File: config.mk
export PLATFORM = sky130hd
export DESIGN_NAME = pca_mode_sequencer
export DESIGN_NICKNAME = d
export VERILOG_FILES = /design/src/rtl/pca_mode_sequencer.sv
export SDC_FILE = /design/constraint.sdc
export NUM_CORES = 1
export LEC_CHECK = 0
export CAP_MARGIN = 10
export CORE_MARGIN = 1
export CORE_UTILIZATION = 25
export DETAILED_ROUTE_END_ITERATION = 7
export PLACE_DENSITY_LB_ADDON = 0.25
export SYNTH_ARGS = -nofsm -noshare
export SYNTH_HDL_FRONTEND = slang
export SYNTH_SLANG_ARGS = --single-unit
File: constraint.sdc
create_clock -name clk_i -period 2.7 [get_ports clk_i]
set_input_delay 0.405 -clock clk_i [delete_from_list [all_inputs] [get_ports clk_i]]
set_output_delay 0.405 -clock clk_i [all_outputs]
set_load 0.02 [all_outputs]
File: src/rtl/pca_mode_sequencer.sv
// MODE1 sleep/wake/restart sequencing and SWRST default replay in front of register_data.
// Single write master toward register_data; all outputs are registered.
//
//  state     | meaning
//  ST_SLEEP  | oscillator off, counter gated, PRE_SCALE writable
//  ST_WAKE   | oscillator settling, wake down-counter running
//  ST_RUN    | counter running, LED writes arm the restart flag
//  ST_SWRST  | replaying power-on defaults, one write per cycle
module pca_mode_sequencer #(
   parameter int WAKE_CYCLES = 12500,
   parameter int WAKE_W      = 16
) (
   input  logic       clk_i,
   input  logic       rst_ni,
   input  logic [7:0] wr_id_i,
   input  logic [7:0] wr_value_i,
   input  logic       wr_en_i,
   input  logic       swrst_i,
   input  logic [7:0] mode1_i,
   output logic [7:0] wr_id_o,
   output logic [7:0] wr_value_o,
   output logic       wr_en_o,
   output logic       counter_run_o,
   output logic       busy_o
);

   localparam logic [7:0] ADDR_MODE1     = 8'h00;
   localparam logic [7:0] ADDR_PRE_SCALE = 8'hFE;
   localparam logic [6:0] REPLAY_LAST    = 7'd70;

   typedef enum logic [1:0] {
      ST_SLEEP,
      ST_WAKE,
      ST_RUN,
      ST_SWRST
   } state_t;

   state_t              state_q, state_d;
   logic [WAKE_W-1:0]   wake_cnt_q, wake_cnt_d;
   logic [6:0]          replay_idx_q, replay_idx_d;
   logic                restart_pending_q, restart_pending_d;
   logic                restart_req_q, restart_req_d;
   logic                wr_en_q, wr_en_d;
   logic [7:0]          wr_id_q, wr_id_d;
   logic [7:0]          wr_value_q, wr_value_d;
   logic                counter_run_q, counter_run_d;
   logic                busy_q, busy_d;

   logic                host_fwd;
   logic                host_mode1;
   logic [15:0]         replay_ent;
   logic                mode1_unused;

   assign mode1_unused = mode1_i[7];

   function automatic logic is_led_addr(input logic [7:0] a);
      return ((a >= 8'h06) && (a <= 8'h45)) || ((a >= 8'hFA) && (a <= 8'hFD));
   endfunction

   // Default table: MODE1, MODE2, LED0..15 (full-off set in each OFF_H), ALL_LED, PRE_SCALE.
   function automatic logic [15:0] replay_entry(input logic [6:0] idx);
      logic [7:0] a;
      logic [7:0] v;
      a = 8'h00;
      v = 8'h00;
      if (idx == 7'd0) begin
         a = 8'h00;
         v = 8'h11;
      end else if (idx == 7'd1) begin
         a = 8'h01;
         v = 8'h04;
      end else if (idx <= 7'd65) begin
         a = {1'b0, idx} + 8'd4;
         v = (a[1:0] == 2'b01) ? 8'h10 : 8'h00;
      end else if (idx <= 7'd69) begin
         a = 8'hFA + {1'b0, idx} - 8'd66;
         v = (idx == 7'd69) ? 8'h10 : 8'h00;
      end else begin
         a = 8'hFE;
         v = 8'h1E;
      end
      return {a, v};
   endfunction

   assign replay_ent = replay_entry(replay_idx_q);
   assign host_mode1 = wr_en_i && (wr_id_i == ADDR_MODE1);
   assign host_fwd   = wr_en_i && !((wr_id_i == ADDR_PRE_SCALE) && (state_q != ST_SLEEP));

   always_comb begin
      state_d           = state_q;
      wake_cnt_d        = wake_cnt_q;
      replay_idx_d      = replay_idx_q;
      restart_pending_d = restart_pending_q;
      restart_req_d     = restart_req_q;
      wr_en_d           = 1'b0;
      wr_id_d           = wr_id_q;
      wr_value_d        = wr_value_q;
      busy_d            = 1'b0;
      counter_run_d     = (state_q == ST_RUN);

      if (state_q == ST_SWRST) begin
         wr_en_d    = 1'b1;
         busy_d     = 1'b1;
         wr_id_d    = replay_ent[15:8];
         wr_value_d = replay_ent[7:0];
         if (replay_idx_q == REPLAY_LAST) begin
            state_d      = ST_SLEEP;
            replay_idx_d = '0;
         end else begin
            replay_idx_d = replay_idx_q + 7'd1;
         end
      end else if (swrst_i) begin
         // replay_idx_q is 0 outside replay, so entry 0 goes out on the request edge
         state_d           = ST_SWRST;
         replay_idx_d      = 7'd1;
         wake_cnt_d        = '0;
         restart_pending_d = 1'b0;
         restart_req_d     = 1'b0;
         wr_en_d           = 1'b1;
         busy_d            = 1'b1;
         wr_id_d           = replay_ent[15:8];
         wr_value_d        = replay_ent[7:0];
      end else begin
         if (host_fwd) begin
            wr_en_d    = 1'b1;
            wr_id_d    = wr_id_i;
            wr_value_d = wr_value_i;
            if (host_mode1) begin
               if (wr_value_i[7]) begin
                  wr_value_d[7]     = 1'b0;
                  restart_pending_d = 1'b0;
               end else begin
                  wr_value_d[7] = restart_pending_q;
               end
            end
         end
         if (wr_en_i && is_led_addr(wr_id_i) && (state_q == ST_RUN)) begin
            restart_pending_d = 1'b1;
         end

         unique case (state_q)
            ST_SLEEP: begin
               if (host_mode1 && !wr_value_i[4]) begin
                  state_d    = ST_WAKE;
                  wake_cnt_d = WAKE_W'(WAKE_CYCLES - 1);
               end
            end
            ST_WAKE: begin
               if (host_mode1 && wr_value_i[4]) begin
                  state_d    = ST_SLEEP;
                  wake_cnt_d = '0;
               end else if (wake_cnt_q == '0) begin
                  state_d       = ST_RUN;
                  restart_req_d = restart_pending_q;
               end else begin
                  wake_cnt_d = wake_cnt_q - 1'b1;
               end
            end
            ST_RUN: begin
               if (host_mode1 && wr_value_i[4]) begin
                  state_d = ST_SLEEP;
               end
            end
            default: state_d = ST_SLEEP;
         endcase

         if (state_d != ST_RUN) begin
            restart_req_d = 1'b0;
         end
         // A forwarded host write owns the port this cycle; the restart write retries next cycle
         if (restart_req_d && !host_fwd) begin
            wr_en_d       = 1'b1;
            wr_id_d       = ADDR_MODE1;
            wr_value_d    = {1'b1, mode1_i[6:0]};
            restart_req_d = 1'b0;
         end
      end
   end

   always_ff @(posedge clk_i or negedge rst_ni) begin
      if (!rst_ni) begin
         state_q           <= ST_SLEEP;
         wake_cnt_q        <= '0;
         replay_idx_q      <= '0;
         restart_pending_q <= 1'b0;
         restart_req_q     <= 1'b0;
         wr_en_q           <= 1'b0;
         wr_id_q           <= '0;
         wr_value_q        <= '0;
         counter_run_q     <= 1'b0;
         busy_q            <= 1'b0;
      end else begin
         state_q           <= state_d;
         wake_cnt_q        <= wake_cnt_d;
         replay_idx_q      <= replay_idx_d;
         restart_pending_q <= restart_pending_d;
         restart_req_q     <= restart_req_d;
         wr_en_q           <= wr_en_d;
         wr_id_q           <= wr_id_d;
         wr_value_q        <= wr_value_d;
         counter_run_q     <= counter_run_d;
         busy_q            <= busy_d;
      end
   end

   assign wr_en_o       = wr_en_q;
   assign wr_id_o       = wr_id_q;
   assign wr_value_o    = wr_value_q;
   assign counter_run_o = counter_run_q;
   assign busy_o        = busy_q;

endmodule

==> run_results.csv <==
group,metric,value,unit
timing,rsz0062_at_grt,"no",
critical_path,crit_path_max_fanout,5,
floorplan,ios,47,
grt,grt_remaining_overflow,0,
critical_path,crit_arrival,2750,ps
power,irDropWorstVdd,0.4713,mV
timing,fmax,0.3883,GHz
synth,netlist_area,2934,um^2
critical_path,critPathMaxStageDelay,520,ps
grt,grt_max_degree,47,
synth,synth_common_cells,"dfrtp_1 (46), nor2_1 (42), nand2_1 (34)",
cts,cts.sinks,46,
routing,drcViolationCount,0,
final_layout,seq_area,1151,um^2
final_layout,antenna_cells,0,
cts,cts_made_buffers,5,
power,switching_share,0.4275,
critical_path,crit_path_cell_trace,"inv_1 > ha_1 > or4b_4 > nor4_4 > a32o_2 > a21oi_2 > buf_4 > a221o_1",
critical_path,r2r_end,"wr_value_o[3]",
synth,synth_top_area_frac,0.3923,
critical_path,worstSetupStartpointType,"register",
synth,ys.flop_type,"dfrtp_1",
routing,drt-pass1-iter-count,4,
grt,grt_use_total,0.1492,
synth,synth-edff-count,0,
critical_path,slowest_stage,"or4b_4",
synth,netlist_instances,342,
final_layout,syn2layout_area_growth,34.03,%
timing,min_period,2575,ps
synth,yosysTopAreaCell,"dfrtp_1",
outcome,status,"finished clean",
placement,dp_hpwl,6560,um
timing,worst_slew_pin_slew,604.3,ps
run,drv_cap,0,
timing,final.setup_skew,8.438,ps
final_layout,multi_input_area,1687,um^2
routing,post_drt_via_cell_ratio,5.043,
cts,clock_latency,290,ps
timing,maxSlewViolCount,0,
synth,synth.distinct_cells,57,
timing,fin_tns_setup,0,ps
power,seq_power_share,0.309,
synth,yosysMostFrequentCell,"dfrtp_1",
cts,path_clk_slew,70,ps
synth,synth_nets,381,
critical_path,ff2ff_path_depth,8,
power,switching_power,1.688,mW
floorplan,initial_utilization,0.2570,
cts,cts_hold_buf,0,
final_layout,drive_above_1_share,0.1418,
critical_path,worst_r2r_startpoint,"wake_cnt_q[0]",
critical_path,cp.required,2880,ps
power,total_power,3.950,mW
placement,place.gp.congestion,0.8487,
timing,fin_crit_sh,0.9537,
synth,syn_avg_cell_area,8.579,um^2
critical_path,critPathKind,"register to register",
synth,ys_warn_count,0,
final_layout,nNetsFinal,454,
floorplan,die-area,12170,um^2
synth,ys_ff_latch,46,
power,power_frac_comb,0.527,
grt,grt_pass1_wl,13810,um
critical_path,endpoint,"wr_value_o[3]",
cts,ctsRootBufferMaster,"clkbuf_16",
synth,ys_seq_area_frac,0.3923,
synth,async_flop_share,1.000,
grt,antenna_found_initial,0,
cts,cts_tree,"yes",
floorplan,rows,39,
placement,numPortBuffers,45,
timing,finalSetupViolCount,0,
final_layout,nFillCells,1220,
routing,post_drt_wl_per_cell,15.33,um
floorplan,core-area,11420,um^2
timing,hold_viol_final,0,
floorplan,fp.dieH,110.3,um
routing,drt.antenna.violating_nets,0,
routing,num_vias,2819,
timing,relSlewSlack,0.5971,
critical_path,reg2reg_slack,120,ps
worst_hold_path,hold_path_class,"primary input to asynchronous set/reset pin",
floorplan,die_x,110.3,um
critical_path,crit_start,"wake_cnt_q[0]",
cts,cts.path.max_buffers,2,
power,clkPwrFrac,0.164,
routing,drt_iter0_markers,165,
power,power_density,1004,nW/um^2
synth,synth_area_leaders,"dfrtp_1 (39%), nor2_1 (5.4%), ha_1 (4.7%), nand2_1 (4.3%), a21oi_1 (3.8%)",
routing,totalWireLength,8571,um
critical_path,crit_path_end_kind,"register",
power,p_leak,1.696,nW
power,intPower,2.261,mW
grt,first_global_vias,2717,
cts,cts_htree_levels,2,
power by group through the flow:
stage / registers [mW] / logic (mW) / clock network [mW]
floorplan: 1.26 / 1.25 / 0
global placement: 1.23 / 1.98 / 0
detailed placement: 1.23 / 2.02 / 0
CTS: 1.22 / 2.02 / 0.668
global route: 1.26 / 2.33 / 0.692
finish: 1.22 / 2.08 / 0.648
timing repair:
item,4_1_cts,5_1_grt
endpoints found under the setup margin,0,25
setup buffers,0,4
resized for setup,0,9
area by class of cell:
| type | instances | area share |
|---|---|---|
| clock inverters | 1 | 0.002227 |
| well taps | 143 | 0.04550 |
| repair buffers | 78 | 0.1763 |
| inverters | 19 | 0.01814 |
| flip-flops and latches | 46 | 0.2927 |
| multi-input cells | 265 | 0.4289 |
| clock buffers | 7 | 0.03627 |
layout by cell type (no fill, tap or decap), types with 10 or more instances in the layout:
master	count
nand2_1	34
o21ai_0	20
nor3_1	13
a31oi_1	10
clkdlybuf4s50_1	44
nor2_1	42
a21oi_1	22
ha_1	11
buf_4	33
dfrtp_1	46
inv_1	17
worst min-delay path by stage:
stage	endpoint	cells past startpoint	slack, ps
2_1_floorplan	busy_o	0	110
4_1_cts	wake_cnt_q[9]	2	230
3_5_place_dp	wr_value_o[6]	2	480
5_1_grt	wake_cnt_q[8]	2	260
6_report	wake_cnt_q[8]	2	210
3_3_place_gp	wr_value_o[5]	2	470
layer usage:
| layer | share of wire | global-route usage |
|---|---|---|
| met5 | 0 | 0 |
| met4 | 0.011 | 0.04605 |
| met3 | 0.039 | 0.02881 |
| met2 | 0.46 | 0.2289 |
| met1 | 0.49 | 0.2106 |
kinds of logic after synthesis:
kind of cell,share of synthesized area
flip-flops,0.3923
buffers and inverters,0.04648
multiplexers,0.01023
adder cells (fa/ha/maj),0.04691
XOR/XNOR,0.03881
AND/OR/NAND/NOR,0.2222
AO/OA/AOI/OAI,0.2431
flip-flops by register name, summed over array words and instances, names as in the netlist:
name and count:
restart_pending_q 1, state_q 2, counter_run_o 1, wr_en_o 1
wr_id_o 8, replay_idx_q 7, busy_o 1, wr_value_o 8
wake_cnt_q 16, restart_req_q 1
worst max-delay path, delay by kind of cell, from the launching register on:
kind,cells,cell delay [ps]
and+or+nand+nor,2,820
adders and majority gates,1,190
AOI/OAI and AO/OA,3,780
DFF,1,400
buffers and inverters,2,260
metrics by stage:
| step | hold WS (ps) | cell area (um^2) | cells | util | worst slack [ps] |
|---|---|---|---|---|---|
| final | 205.6 | 3933 | 559 | 0.3444 | 125.0 |
| after global routing | 261.7 | 3933 | 559 | 0.3444 | 9.917 |
| after CTS | 227.4 | 3870 | 555 | 0.3389 | 7.204 |
| after detailed placement | 481.7 | 3719 | 547 | 0.3257 | 24.35 |
| after global placement | 467.3 | 3719 | 547 | 0.3257 | 69.70 |
| after floorplan | 109.4 | 2934 | 342 | - | 362.3 |
(Power assumes the default switching activity.)
